**src/rtl/mdio_master.sv**
```systemverilog
// Clause-22 MDIO management master: divides clk down to MDC and serialises one read or
// write frame per accepted command, returning read data and a turnaround error flag.
module mdio_master #(
    parameter int MDC_DIV = 10,
    parameter int PRE_LEN = 32
) (
    input  logic        clk,
    input  logic        reset,
    input  logic        cmd_valid,
    output logic        cmd_ready,
    input  logic        cmd_write,
    input  logic [4:0]  cmd_phy_addr,
    input  logic [4:0]  cmd_reg_addr,
    input  logic [15:0] cmd_wdata,
    output logic        cmd_done,
    output logic [15:0] rd_data,
    output logic        rd_err,
    output logic        busy,
    output logic        mdc,
    output logic        mdio_out,
    output logic        mdio_oe,
    input  logic        mdio_in
);
    localparam int CNT_W = $clog2(2 * MDC_DIV);
    localparam logic [CNT_W-1:0] RISE_AT  = CNT_W'(MDC_DIV - 1);
    localparam logic [CNT_W-1:0] END_AT   = CNT_W'(2 * MDC_DIV - 1);
    localparam logic [5:0]       PRE_LAST = (PRE_LEN > 0) ? 6'(PRE_LEN - 1) : 6'd0;

    typedef enum logic [2:0] {S_IDLE, S_PRE, S_HDR, S_TA, S_DATA, S_DONE} state_t;

    state_t           state, state_nxt;
    logic [5:0]       bit_cnt, bit_nxt;
    logic [CNT_W-1:0] ph_cnt, ph_nxt;
    logic             mdc_nxt, out_nxt, oe_nxt;
    logic [15:0]      rd_data_nxt;
    logic             rd_err_nxt;
    logic [31:0]      frame_sr, frame_nxt;
    logic             wr_q, wr_nxt;
    logic [15:0]      rd_sr, rd_sr_nxt;
    logic             ta_err, ta_err_nxt;
    logic             active, rise, bit_end;

    assign active    = (state == S_PRE) || (state == S_HDR) || (state == S_TA) || (state == S_DATA);
    assign rise      = active && (ph_cnt == RISE_AT);
    assign bit_end   = active && (ph_cnt == END_AT);
    assign cmd_ready = (state == S_IDLE);
    assign busy      = (state != S_IDLE);
    assign cmd_done  = (state == S_DONE);

    always_comb begin
        state_nxt   = state;
        bit_nxt     = bit_cnt;
        ph_nxt      = '0;
        mdc_nxt     = 1'b0;
        out_nxt     = mdio_out;
        oe_nxt      = mdio_oe;
        frame_nxt   = frame_sr;
        wr_nxt      = wr_q;
        rd_sr_nxt   = rd_sr;
        ta_err_nxt  = ta_err;
        rd_data_nxt = rd_data;
        rd_err_nxt  = rd_err;

        if (active) begin
            ph_nxt  = bit_end ? '0 : ph_cnt + CNT_W'(1);
            mdc_nxt = rise | (mdc & ~bit_end);
        end
        if (rise && (state == S_TA) && (bit_cnt == 6'd0))
            ta_err_nxt = mdio_in;
        if (rise && (state == S_DATA))
            rd_sr_nxt = {rd_sr[14:0], mdio_in};

        case (state)
            S_IDLE: begin
                if (cmd_valid) begin
                    wr_nxt    = cmd_write;
                    frame_nxt = {2'b01, (cmd_write ? 2'b01 : 2'b10), cmd_phy_addr, cmd_reg_addr,
                                 2'b10, (cmd_write ? cmd_wdata : 16'hFFFF)};
                    if (PRE_LEN > 0) begin
                        state_nxt = S_PRE;
                        bit_nxt   = PRE_LAST;
                    end else begin
                        state_nxt = S_HDR;
                        bit_nxt   = 6'd13;
                    end
                end
            end
            S_DONE: state_nxt = S_IDLE;
            default: begin
                if (bit_end) begin
                    // Preamble bits come from the constant '1', everything after from frame_sr
                    if (state != S_PRE)
                        frame_nxt = {frame_sr[30:0], 1'b0};
                    if (bit_cnt != 6'd0) begin
                        bit_nxt = bit_cnt - 6'd1;
                    end else begin
                        case (state)
                            S_PRE:   begin state_nxt = S_HDR;  bit_nxt = 6'd13; end
                            S_HDR:   begin state_nxt = S_TA;   bit_nxt = 6'd1;  end
                            S_TA:    begin state_nxt = S_DATA; bit_nxt = 6'd15; end
                            default: begin
                                state_nxt = S_DONE;
                                if (!wr_q)
                                    rd_data_nxt = rd_sr;
                                rd_err_nxt = !wr_q && ta_err;
                            end
                        endcase
                    end
                end
            end
        endcase

        // Pin drive only changes at bit boundaries, giving MDC_DIV clks of setup/hold
        if (((state == S_IDLE) && cmd_valid) || bit_end) begin
            case (state_nxt)
                S_PRE:        begin out_nxt = 1'b1;          oe_nxt = 1'b1;   end
                S_HDR:        begin out_nxt = frame_nxt[31]; oe_nxt = 1'b1;   end
                S_TA, S_DATA: begin out_nxt = frame_nxt[31]; oe_nxt = wr_nxt; end
                default:      begin out_nxt = 1'b1;          oe_nxt = 1'b0;   end
            endcase
        end
    end

    always_ff @(posedge clk) begin
        if (!reset) begin
            state    <= S_IDLE;
            bit_cnt  <= '0;
            ph_cnt   <= '0;
            mdc      <= 1'b0;
            mdio_out <= 1'b1;
            mdio_oe  <= 1'b0;
            rd_data  <= '0;
            rd_err   <= 1'b0;
        end else begin
            state    <= state_nxt;
            bit_cnt  <= bit_nxt;
            ph_cnt   <= ph_nxt;
            mdc      <= mdc_nxt;
            mdio_out <= out_nxt;
            mdio_oe  <= oe_nxt;
            rd_data  <= rd_data_nxt;
            rd_err   <= rd_err_nxt;
        end
    end

    // Frame/shift data is fully reloaded or refilled each frame, so it carries no reset
    always_ff @(posedge clk) begin
        frame_sr <= frame_nxt;
        wr_q     <= wr_nxt;
        rd_sr    <= rd_sr_nxt;
        ta_err   <= ta_err_nxt;
    end

endmodule

```
**config.mk**
```make
export PLATFORM = sky130hd
export DESIGN_NAME = mdio_master
export DESIGN_NICKNAME = d
export VERILOG_FILES = /design/src/rtl/mdio_master.sv
export SDC_FILE = /design/constraint.sdc
export NUM_CORES = 1
export LEC_CHECK = 0
export ABC_CLOCK_PERIOD_IN_PS = 4740
export CORE_MARGIN = 4
export CORE_UTILIZATION = 47
export CTS_CLUSTER_DIAMETER = 150
export CTS_CLUSTER_SIZE = 14
export DETAILED_ROUTE_END_ITERATION = 8
export PLACE_DENSITY = 0.75
export SYNTH_ARGS = -nofsm -noshare
export SYNTH_HDL_FRONTEND = slang
export SYNTH_SLANG_ARGS = --single-unit
```
**constraint.sdc**
```tcl
create_clock -name clk -period 4.74 [get_ports clk]
set_input_delay 1.185 -clock clk [delete_from_list [all_inputs] [get_ports clk]]
set_output_delay 1.185 -clock clk [all_outputs]
set_load 0.005 [all_outputs]
```
==> results.py <==
metrics = {
    "run_status": {
        "status": "finished, final reports clean",
    },
    "min_path": {
        "hold_depth": 0,
        "hp-class": "flip-flop to flip-flop",
    },
    "global_routing": {
        "antenna_found_initial": 0,
        "grt_max_degree": 37,
        "grt_pass1_wl_um": 12600,
        "grt-ovfl-total": 0,
        "grt_pass1_vias": 2614,
        "grt_usage_pct": 16.2,
    },
    "timing": {
        "final_hold_viol_count": 0,
        "fmax_mhz": 292,
        "period_needed_ns": 3.43,
        "rsz0062_at_grt": "no",
        "skew_ns": 0.0129,
        "tightest_slew_ns": 0.916,
        "relSlewSlack_pct": 38.5,
        "maxSlewViolCount": 0,
        "setup_violations": 0,
        "holdWs_ns": 0.453,
        "fin_crit_sh_pct": 72.3,
        "tns_ns": 0,
        "layout_setup_ws_ns": 1.31,
    },
    "pwr": {
        "power_density_mw_per_mm2": 344,
        "peakVddDrop_mv": 0.206,
        "p_leak_nw": 1.49,
    },
    "placed_design": {
        "placed_cells": 479,
        "port_buffers": 53,
        "dpl.hpwl_um": 4940,
        "routabilityCongestion": 0.828,
        "post-place-ws_ns": 0.963,
    },
    "clock_tree": {
        "clk_latency_ns": 0.35,
        "cts_num_sinks": 84,
        "numCtsBuffers": 9,
        "cts_buffer_depth": 2,
        "clkSlewWorstSetupHoldPaths_ns": 0.08,
        "cts_setup_buffers": 0,
        "cts_resized": 0,
        "h-tree-depth": 3,
        "cts_root_buf": "clkbuf_8",
        "hold_buffers": 0,
        "cts_tree": "done",
    },
    "finish": {
        "fin_nets": 423,
        "syn2layout_area_growth_pct": 21.5,
        "diodes": 0,
        "stdcell_count": 495,
        "drive_above_1_share_pct": 6.87,
    },
    "die": {
        "start_util_pct": 48.1,
        "fp.dieH_um": 97.0,
        "pin_count": 54,
        "die_w_um": 97.0,
        "design.core.area_mm2": 0.00773,
        "rows": 32,
        "die_area_mm2": 0.00940,
    },
    "route": {
        "post_drt_wl_per_cell_um": 14.9,
        "antenna_left": 0,
        "post-route-drc-count": 0,
        "drtIter0Drc": 184,
        "viasPerCell": 5.51,
        "drtPass1Iterations": 5,
        "routed_wl_um": 7380,
        "vias": 2726,
    },
    "worst_setup_path": {
        "worstSetupEndpointType": "flip-flop",
        "cp-start-kind": "input port",
        "cp.required_ns": 4.74,
        "path_buf_inv": 2,
        "slowest_stage": "or4b_2",
        "cp_cell_sequence": "clkdlybuf4s50_1 > or4b_2 > o31ai_2 > a21oi_1 > a21oi_2 > buf_4",
        "path_class": "input port to flip-flop",
        "cp.depth": 6,
        "arrival_ns": 3.43,
        "critPathTopFamily": "simple AND/OR/NAND/NOR gates",
        "rr_worst_depth": 6,
        "path_max_fanout": 31,
        "max_stage_delay_ns": 0.84,
    },
    "yosys": {
        "ys.flop_type": "edfxtp_1",
        "yosysWarningCount": 0,
        "ys_ff_latch": 84,
        "synth_fp_nets": 379,
        "yosysUniqueCellTypes": 51,
        "async_flop_share_pct": 0,
        "synth_edf_count": 48,
        "synthCells": 344,
        "synth_area_mm2": 0.00372,
        "ys_seq_area_share_pct": 58.1,
        "syn_avg_cell_area_um2": 10.8,
    },
    "flow_run": {
        "drv_cap": 0,
    },
}
cells by family (layout without fill, tap and decap cells):
kind of cell | after synthesis | count (layout) | share of synthesized area, %
muxes | 2 | 2 | 0.538
buffers and inverters | 33 | 82 | 3.60
xor gates and xnor gates | 3 | 3 | 0.706
adders and majority gates | 4 | 4 | 1.35
DFF | 84 | 84 | 58.1
AOI/OAI and AO/OA | 106 | 106 | 18.0
and+or+nand+nor | 112 | 112 | 17.7
report_power, final:
part / total [mW] / switching (mW) / leakage [nW] / internal, mW
combinational: 0.177 / 0.0936 / 0.646 / 0.0830
clock: 0.531 / 0.254 / 0.105 / 0.277
sequential: 0.845 / 0.0341 / 0.742 / 0.811
total: 1.55 / 0.381 / 1.49 / 1.17
cell usage after synthesis, drive strengths merged, types with 2 or more instances:
master / number / area (um2)
and2: 5 / 31.3
a32o: 3 / 30.0
clkbuf: 19 / 71.3
o21ai: 38 / 190
nand3b: 17 / 128
o22ai: 2 / 12.5
a21oi: 31 / 155
a22o: 10 / 87.6
o31a: 3 / 26.3
nor3: 5 / 30.0
or3: 2 / 12.5
a32oi: 2 / 17.5
xnor2: 2 / 17.5
nor3b: 4 / 30.0
buf: 3 / 21.3
nand4: 4 / 25.0
edfxtp: 48 / 1440
nand3: 3 / 15.0
o211ai: 3 / 22.5
nor2b: 17 / 106
mux2i: 2 / 20.0
nor4: 2 / 27.5
inv: 11 / 41.3
nand2b: 4 / 25.0
nand2: 28 / 105
o31ai: 3 / 27.5
nor2: 14 / 52.6
or3b: 2 / 20.0
dfxtp: 36 / 721
a221oi: 2 / 17.5
ha: 4 / 50.1
path summary, 6_finish.rpt:
kind	start	slack, ns	end
max	cmd_valid	1.31	frame_sr[11]$_DFFE_PP_
min reg2reg	rd_sr[0]$_DFFE_PP_	0.45	rd_sr[1]$_DFFE_PP_
min	rd_sr[0]$_DFFE_PP_	0.45	rd_sr[1]$_DFFE_PP_
max reg2reg	ph_cnt[0]$_SDFF_PP0_	1.79	frame_sr[11]$_DFFE_PP_
sequential cells by signal, summed over array words and instances (netlist names):
name / cells
bit_cnt: 6
frame_sr: 32
mdc: 1
mdio_oe: 1
mdio_out: 1
ph_cnt: 5
rd_data: 16
rd_err: 1
rd_sr: 16
state: 3
ta_err: 1
wr_q: 1
metrics by stage:
stage               total power [mW]  instance area, um2  util (%)
floorplan                      0.973                3720         -
global placement                1.03                4310      55.7
detailed placement              1.04                4310      55.7
CTS                             1.57                4520      58.5
global route                    1.63                4520      58.5
finish                          1.55                4520      58.5
per-layer routing:
layer | vias up | wire, um | GRT usage [%]
met4 | 0 | 76 | 3.56
met2 | 82 | 3360 | 24.6
met3 | 9 | 458 | 5.12
met5 | - | 0 | 0
li1 | 1358 | - | -
met1 | 1277 | 3490 | 22.7
layout make-up:
class | count | area, um2
Clock buffer | 11 | 153
Clock inverter | 5 | 57.6
Fill cell | 660 | 3210
Inverter | 11 | 41.3
Multi-Input combinational cell | 227 | 1430
Sequential cell | 84 | 2160
Tap cell | 102 | 128
Timing Repair Buffer | 55 | 546
placed cells by master (no fill, tap or decap), types with 5 or more instances in the layout:
| master | netlist | layout |
|---|---|---|
| a21oi_1 | 31 | 29 |
| a22o_1 | 10 | 10 |
| and2_1 | 5 | 5 |
| clkbuf_8 | 0 | 9 |
| clkdlybuf4s50_1 | 0 | 53 |
| dfxtp_1 | 36 | 36 |
| edfxtp_1 | 48 | 48 |
| inv_1 | 11 | 11 |
| nand2_1 | 28 | 28 |
| nand3b_1 | 17 | 17 |
| nor2_1 | 14 | 14 |
| nor2b_1 | 17 | 17 |
| o21ai_0 | 38 | 38 |
(Power assumes the default switching activity.)
